==> src/rtl/rgb_led_seq_pkg.sv <==
// Shared types and channel indices for the RGB LED sequencer.
package rgb_led_seq_pkg;
  typedef enum logic [1:0] {
    MODE_OFF     = 2'd0,
    MODE_SOLID   = 2'd1,
    MODE_BLINK   = 2'd2,
    MODE_BREATHE = 2'd3
  } mode_t;

  typedef enum logic [2:0] {
    S_OFF, S_LOAD, S_SOLID, S_BLINK_ON, S_BLINK_OFF, S_BREATHE_UP, S_BREATHE_DOWN
  } state_t;

  localparam int CH_R   = 0;
  localparam int CH_G   = 1;
  localparam int CH_B   = 2;
  localparam int NUM_CH = 3;
endpackage

==> src/rtl/rgb_pwm_channel.sv <==
// One LED channel: optional square-law gamma stage (RGB_LED_SEQ_GAMMA_EN),
// PWM compare and registered active-low pad drive.
module rgb_pwm_channel #(
  parameter int PWM_BITS = 8
) (
  input  logic                clk_in,
  input  logic                rst_n,
  input  logic [PWM_BITS-1:0] i_duty,
  input  logic [PWM_BITS-1:0] i_pwm_cnt,
  output logic                o_led_n
);
  logic [PWM_BITS-1:0] w_duty;

`ifdef RGB_LED_SEQ_GAMMA_EN
  logic [2*PWM_BITS-1:0] w_ext;
  logic [2*PWM_BITS-1:0] w_sq;
  logic [PWM_BITS-1:0]   r_duty_g;

  assign w_ext = {{PWM_BITS{1'b0}}, i_duty};
  assign w_sq  = w_ext * w_ext;

  always_ff @(posedge clk_in or negedge rst_n) begin
    if (!rst_n) r_duty_g <= '0;
    else        r_duty_g <= w_sq[2*PWM_BITS-1:PWM_BITS];
  end
  assign w_duty = r_duty_g;
`else
  assign w_duty = i_duty;
`endif

  always_ff @(posedge clk_in or negedge rst_n) begin
    if (!rst_n) o_led_n <= 1'b1;
    else        o_led_n <= ~(w_duty > i_pwm_cnt);
  end
endmodule

==> src/rtl/rgb_led_seq.sv <==
// RGB LED sequencer: OFF / SOLID / BLINK / BREATHE driven by a valid/ready
// command port. Define RGB_LED_SEQ_GAMMA_EN for square-law duty correction.
module rgb_led_seq
  import rgb_led_seq_pkg::*;
#(
  parameter int PWM_BITS         = 8,
  parameter int TICK_DIV         = 46875,
  parameter int BLINK_HALF_TICKS = 128
) (
  input  logic                  clk_in,
  input  logic                  rst_n,
  input  logic                  cmd_valid,
  output logic                  cmd_ready,
  input  logic [1:0]            cmd_mode,
  input  logic [3*PWM_BITS-1:0] cmd_color,
  output logic [1:0]            mode_o,
  output logic [2:0]            rgb
);
  localparam int PRE_W = $clog2(TICK_DIV + 1);
  localparam int HT_W  = $clog2(BLINK_HALF_TICKS + 1);
  localparam logic [PRE_W-1:0]    PRE_LAST  = PRE_W'(TICK_DIV - 1);
  localparam logic [HT_W-1:0]     HALF_LAST = HT_W'(BLINK_HALF_TICKS - 1);
  localparam logic [PWM_BITS-1:0] LVL_TOP   = '1;
  localparam logic [PWM_BITS-1:0] LVL_ONE   = PWM_BITS'(1);

  state_t                r_state;
  mode_t                 r_mode;
  logic [3*PWM_BITS-1:0] r_color;
  logic [PWM_BITS-1:0]   r_level;
  logic [PWM_BITS-1:0]   r_pwm;
  logic [PRE_W-1:0]      r_presc;
  logic [HT_W-1:0]       r_tcnt;
  logic                  w_accept;
  logic                  w_tick;

  assign w_accept = cmd_valid & cmd_ready;
  assign w_tick   = (r_presc == PRE_LAST);

  // Timebase is held at zero through LOAD so every sequence starts phase-aligned.
  always_ff @(posedge clk_in or negedge rst_n) begin
    if (!rst_n) begin
      r_presc <= '0;
      r_pwm   <= '0;
    end else if (w_accept || r_state == S_LOAD) begin
      r_presc <= '0;
      r_pwm   <= '0;
    end else begin
      r_presc <= w_tick ? '0 : r_presc + 1'b1;
      r_pwm   <= r_pwm + 1'b1;
    end
  end

  always_ff @(posedge clk_in or negedge rst_n) begin
    if (!rst_n) begin
      r_state   <= S_OFF;
      r_mode    <= MODE_OFF;
      r_color   <= '0;
      r_level   <= '0;
      r_tcnt    <= '0;
      cmd_ready <= 1'b1;
      mode_o    <= 2'd0;
    end else if (w_accept) begin
      r_state   <= S_LOAD;
      r_mode    <= mode_t'(cmd_mode);
      r_color   <= cmd_color;
      r_level   <= '0;
      r_tcnt    <= '0;
      cmd_ready <= 1'b0;
    end else begin
      case (r_state)
        S_LOAD: begin
          cmd_ready <= 1'b1;
          mode_o    <= r_mode;
          case (r_mode)
            MODE_SOLID:   r_state <= S_SOLID;
            MODE_BLINK:   r_state <= S_BLINK_ON;
            MODE_BREATHE: r_state <= S_BREATHE_UP;
            default:      r_state <= S_OFF;
          endcase
        end
        S_BLINK_ON, S_BLINK_OFF: if (w_tick) begin
          if (r_tcnt == HALF_LAST) begin
            r_tcnt  <= '0;
            r_state <= (r_state == S_BLINK_ON) ? S_BLINK_OFF : S_BLINK_ON;
          end else begin
            r_tcnt <= r_tcnt + 1'b1;
          end
        end
        S_BREATHE_UP: if (w_tick) begin
          r_level <= r_level + 1'b1;
          if (r_level == LVL_TOP - LVL_ONE) r_state <= S_BREATHE_DOWN;
        end
        S_BREATHE_DOWN: if (w_tick) begin
          r_level <= r_level - 1'b1;
          if (r_level == LVL_ONE) r_state <= S_BREATHE_UP;
        end
        default: ;
      endcase
    end
  end

  for (genvar c = 0; c < NUM_CH; c++) begin : g_ch
    logic [PWM_BITS-1:0]   w_col;
    logic [2*PWM_BITS-1:0] w_prod;
    logic [PWM_BITS-1:0]   w_duty;

    // Colour word is {R,G,B} with R in the MSBs; channel index 0 is R.
    assign w_col  = r_color[(NUM_CH-1-c)*PWM_BITS +: PWM_BITS];
    assign w_prod = {{PWM_BITS{1'b0}}, w_col} * {{PWM_BITS{1'b0}}, r_level};

    always_comb begin
      case (r_state)
        S_SOLID, S_BLINK_ON:          w_duty = w_col;
        S_BREATHE_UP, S_BREATHE_DOWN: w_duty = w_prod[2*PWM_BITS-1:PWM_BITS];
        default:                      w_duty = '0;
      endcase
    end

    rgb_pwm_channel #(.PWM_BITS(PWM_BITS)) u_ch (
      .clk_in    (clk_in),
      .rst_n     (rst_n),
      .i_duty    (w_duty),
      .i_pwm_cnt (r_pwm),
      .o_led_n   (rgb[c])
    );
  end
endmodule
==> config.mk <==
export PLATFORM = sky130hd
export DESIGN_NAME = rgb_led_seq
export DESIGN_NICKNAME = d
export VERILOG_FILES = /design/src/rtl/rgb_led_seq_pkg.sv /design/src/rtl/rgb_pwm_channel.sv /design/src/rtl/rgb_led_seq.sv
export SDC_FILE = /design/constraint.sdc
export NUM_CORES = 1
export LEC_CHECK = 0
export BUFFER_PORTS_ARGS = -buffer_cell sky130_fd_sc_hd__buf_2
export CAP_MARGIN = 30
export CELL_PAD_IN_SITES_DETAIL_PLACEMENT = 2
export CELL_PAD_IN_SITES_GLOBAL_PLACEMENT = 2
export CORE_UTILIZATION = 44
export DETAILED_ROUTE_END_ITERATION = 10
export PLACE_DENSITY_LB_ADDON = 0.1
export SYNTH_ARGS = -nofsm -noshare
export SYNTH_HDL_FRONTEND = slang
export SYNTH_SLANG_ARGS = --single-unit
==> constraint.sdc <==
create_clock -name clk_in -period 12.64 [get_ports clk_in]
set_input_delay 1.896 -clock clk_in [delete_from_list [all_inputs] [get_ports clk_in]]
set_output_delay 1.896 -clock clk_in [all_outputs]
set_load 0.005 [all_outputs]
Word-level counts from Yosys, hierarchy flattened
Cells that the tools add are included.

operators by class
  mux-type cells = 26
  divide/modulo/power cells = 0
  order comparisons = 3
  reductions and logical operators = 13
  eq/ne operators = 19
  $mul = 3
  add/sub/neg operators = 5
  bitwise logic cells = 5
  shifts and indexed selects = 0

operator list
  cell                   number
  $mux 8                 8
  $pmux 8 s2             4
  $mul 8x8->16           3
  $mux 16                2
  $add 8x1->8 const B    3
  $gt 8x8->1             3
  $mux 3                 8
  $ne 3x3->1 const B     6
  $add 16x1->16 const B  1
  $eq 16x16->1 const B   1
  $pmux 3 s4             1
  $eq 3x3->1 const B     3
  $pmux 3 s3             1
  $eq 8x1->1 const B     1
  $eq 8x7->1 const B     1
  $eq 8x8->1 const B     1
  $sub 8x1->8 const B    1
  $reduce_and 7->1       1
  $eq 3x2->1 const B     2
  $reduce_bool 2->1      3
  $reduce_or 2->1        3
  $reduce_bool 5->1      1
  $eq 2x2->1 const B     2
  $not 1->1              4
  other kinds (8)        10

storage, ports and cells
  bits in registers = 75
  output and inout port bits = 6
  memories = 0
  bits in latches = 0
  memory bits (read-only) = 0
  bits in writable memories = 0
  input bits = 29

Logic depth before layout (Yosys ltp)
  depth in word-level cells = 6
  gate-level depth with buffers = 26

Cells and area by module
From an unflattened synthesis, not the netlist that was laid out.

unflattened totals
  cells, all modules = 1177
  area total of the unflattened synthesis = 10193.5 um2

by module, submodules not included
  module           seq. area each (um2)  instances  area each (um2)  cells each
  rgb_led_seq      1803.0                1          9525.4           1093
  rgb_pwm_channel  26.3                  3          222.7            28

Least setup slack after synthesis
Ideal clock, no wire load.

  path type = register -> register
  from = register r_level[7]
  to = register g_ch[1].u_ch.o_led_n
  data arrival time = 5232 ps
  buffers on the path = 2
  data required time = 12561 ps
  stages on the path, launching flop included = 24
  path slack = 7330 ps
  period minus slack after synthesis = 5310 ps
  cells stage by stage = dfrtp_1 -> clkbuf_1 -> clkbuf_1 -> nand2_1 -> fa_1 -> fa_1 -> inv_1 -> fa_1 -> inv_1 -> fa_1 -> inv_1 -> ha_1 -> a21oi_1 -> a21o_1 -> o211ai_1 -> or3_1 -> a32o_1 -> ha_1 -> o21a_1 -> o21ai_0 -> nand2b_1 -> a21oi_1 -> o21ai_0 -> o21ai_0

on the way
  cells in the longest elaborated chain, start to end = 4

ends and longest elaborated chain
  item                    line                   source
  from (decl)             rgb_led_seq.sv:29      logic [PWM_BITS-1:0] r_level;
  from (signal assigned)  rgb_led_seq.sv:90      r_level <= r_level + 1'b1;
  from (signal assigned)  rgb_led_seq.sv:94      r_level <= r_level - 1'b1;
  $mul 8x8->16            rgb_led_seq.sv:109     assign w_prod = {{PWM_BITS{1'b0}}, w_col} * {{PWM_BITS{1'b0}}, r_level};
  $pmux 8 s2              rgb_led_seq.sv:112     case (r_state)
  $gt 8x8->1              rgb_pwm_channel.sv:33  else o_led_n <= ~(w_duty > i_pwm_cnt);
  $not 1->1               rgb_pwm_channel.sv:33
  to (signal assigned)    rgb_pwm_channel.sv:33
  to (decl)               rgb_pwm_channel.sv:10  output logic o_led_n

No other way between the ends.
A chain may end at the register's enable or synchronous reset.

Final worst setup path
  from = register r_level[6]
  to = register g_ch[1].u_ch.o_led_n

The elaborated chain is that of the path after synthesis.

==> summary.txt <==
CTS buffer count: 9
H-Tree Depth: 3
Die ar.: 23,800 um2
DP Cell Count: 1,444
Post-synthesis register bit count: 75
DIE HEIGHT: 154 um
Max IR drop VDD: 0.0900 mV
Post-CTS setup buffers: 0
CP Capture Type: flip-flop
Clk_skew: 11.8 ps
Class of the worst hold path: flip-flop to flip-flop
R2R setup slack: 6560 ps
Core Box Area: 22,700 um2
Setup-failing EPs final: 0
Worst-path clk slew: 80 ps
Outcome: completed
Final WS setup: 6560 ps
Most frequent cells in the layout: and2_1 (157), nand2_1 (157), inv_1 (154), ha_1 (135), fa_1 (105)
Required time worst endpoint: 12,920 ps
Worst slew pin tran: 952 ps
Clock Latency Late Sink: 370 ps
Global-route usage over all layers: 27.3%
Num rows: 55
Mapped Cells: 1,176
Vias in the first global route: 9,424
Post-Syn Area: 10,200 um2
Clock buffer depth: 2
Number of iterations in the first detailed-routing pass: 4
Warnings from Yosys: 0
F_max: 165 MHz
Placed cell areas: 10,600 um2
Leak: 5.72 nW
Critical-path top delay cell: dfrtp_1
Final instance area: 10,900 um2
1st-iter DRT viols: 276
Worst stage delay on the critical path: 970 ps
Layout cells sized above 1: 6.54%
Post-CTS Hold Buffers: 0
Final WL: 30.5 mm
CTS tree: yes
RSZ-0062 raised after global routing: no
Ys async rst share: 100%
TNS Setup: 0 ps
Detailed placement HPWL: 21.8 mm
Minimum clock period after layout: 6080 ps
Slew HR: 36.6%
GPL Wtd Cong: 0.835
Post-Place Worst Slack: 6580 ps
CP Launch Type: flip-flop
Post-synth top flop: dfrtp_1
First-pass GRT wire length: 50.4 mm
Setup crit end: g_ch[1].u_ch.o_led_n$_DFF_PN1_
Final #Nets: 1,441
Seq/Total Area, Yosys: 18.4%
Worst reg2reg path depth: 21
Routed vias/inst: 5.54
Critical Path Start: r_level[6]$_DFFE_PN0P_
Power, Total: 1.18 mW
CTS sink count: 75
Kind of critical path: flip-flop to flip-flop
Tcrit/Tclk final: 48.1%
Fill cell count: 2,520
Via count: 8,097
EDFF count, synth: 0
# diodes: 0
Max Slew Vio Count: 0
Pwr dens: 108 nW/um2
Largest net degree at the start of global routing: 45
Hold Fails Final Rpt: 0
Buffers plus inverters on the worst setup path: 3
CP top delay family: adder cells
Die X: 154 um
Mean Syn Cell Area: 8.68 um2
DRC violations left: 0
Distinct cells, synth: 60
Max_cap viols: 0
Worst Path Max Fanout: 28
Congestion Overflow GR: 0
CP Cell Sequence: nand2_1 > fa_1 > fa_1 > inv_1 > fa_1 > inv_1 > fa_1 > inv_1 > ha_1 > a21oi_1 > a21o_1 > o211ai_1 > or3_1 > a32o_1 > ha_1 > o21a_1 > o21ai_0 > nand2b_1 > a21oi_1 > o21ai_0 > o21ai_0
RR Endpoint: g_ch[1].u_ch.o_led_n$_DFF_PN1_
Routed len/inst: 20.9 um
Input/output buffers: 34
Critical R2R Launch: r_level[6]$_DFFE_PN0P_
Post_cts resized: 0
Routed Antenna Nets: 0
Worst path depth: 21
Synthesized Nets: 1,445
Crit path top cell by count: fa_1
Non-filler cells, final: 1,462
Antenna violations before repair: 0
Starting density of the core: 44.9%
I/O pin count: 35
Worst path arrival time: 6350 ps
Root Driver: clkbuf_16
Layout area overhead: 7.21%
[kinds of logic after synthesis]
kind of cell,Yosys count,synth area share (%)
muxes,3,0.306
buffers and inverters,214,8.07
DFF,75,18.4
xor gates and xnor gates,53,4.55
AOI/OAI and AO/OA,126,8.31
adders and majority gates,240,37.1
and+or+nand+nor,465,23.2
[power by group]
part	internal [mW]	leakage [nW]	switching, mW
logic	0.161	4.59	0.257
registers	0.307	0.980	0.168
clock network	0.157	0.149	0.130
total	0.625	5.72	0.555
[cell type report]
type / instances / area, um2 / area share, %
clock buffers: 9 / 225 / 2.06
clock inverters: 7 / 80.1 / 0.732
inverters: 154 / 578 / 5.28
multi-input cells: 887 / 7510 / 68.6
flip-flops and latches: 75 / 1880 / 17.2
well taps: 285 / 357 / 3.26
repair buffers: 45 / 315 / 2.88
[synth_stat cells (2+ instances only)]
master	n	area [um2]
o21a_1	6	45.0
nand4b_1	3	26.3
clkbuf_1	41	154
and4b_1	3	30.0
a41oi_1	2	17.5
a21o_1	8	60.1
mux2i_1	2	20.0
nor2b_1	9	56.3
and3_1	14	87.6
a31oi_1	2	12.5
dfstp_2	4	105
nand4_1	6	37.5
buf_4	3	22.5
nand2_1	157	589
nor2_1	56	210
nor3_1	3	15.0
and2_1	158	988
a22o_1	2	17.5
or2_2	2	12.5
dfrtp_1	71	1780
o21ai_1	2	10.0
buf_2	6	30.0
a21oi_1	27	135
o31ai_1	5	37.5
fa_1	105	2100
o211ai_1	4	30.0
or3_1	5	31.3
nand3_1	31	155
o21bai_1	3	22.5
inv_1	154	578
xnor2_1	31	272
buf_1	9	33.8
nor4b_1	3	26.3
nor4_1	5	31.3
xor2_1	22	193
nand2b_1	6	37.5
o21ai_0	40	200
a211oi_1	7	52.6
a22oi_1	4	30.0
ha_1	135	1690
[sequential cells by signal, indices dropped and copies added, names as in the netlist]
name	cells
r_tcnt	8
r_color	24
r_pwm	8
r_state	3
r_presc	16
g_ch.u_ch.o_led_n	3
mode_o	2
r_mode	2
r_level	8
cmd_ready	1
[per-stage QoR]
step | utilization (%) | hold slack [ps]
final | 48.2 | 487
after global routing | 48.2 | 525
after CTS | 48.0 | 495
after detailed placement | 46.6 | 476
after global placement | 46.4 | 461
after floorplan | - | 454
[how the worst min path moves through the flow]
stage | to | startpoint | slack [ps] | depth (start not counted)
after global placement | mode_o[1]$_DFFE_PN0P_ | mode_o[1]$_DFFE_PN0P_ | 460 | 2
after detailed placement | mode_o[1]$_DFFE_PN0P_ | mode_o[1]$_DFFE_PN0P_ | 480 | 2
final | mode_o[1]$_DFFE_PN0P_ | mode_o[1]$_DFFE_PN0P_ | 490 | 2
after global routing | mode_o[1]$_DFFE_PN0P_ | mode_o[1]$_DFFE_PN0P_ | 530 | 2
after floorplan | r_presc[0]$_DFF_PN0_ | r_presc[0]$_DFF_PN0_ | 450 | 1
after CTS | mode_o[1]$_DFFE_PN0P_ | mode_o[1]$_DFFE_PN0P_ | 490 | 2
[routing by layer]
metal | global-route usage, % | vias up | share of wire (%)
li1 | - | 3733 | -
met1 | 34.4 | 4230 | 45
met2 | 49.2 | 103 | 51
met3 | 2.13 | 31 | 2.3
met4 | 9.67 | 0 | 2.3
met5 | 0 | - | 0
[worst min-delay path: cells and delay by family (launching register included)]
family             cells  cell delay [ps]
AOI/OAI and AO/OA      1               60
DFF                    1              350
and+or+nand+nor        1               50
Power figures use the tool's default switching activity.
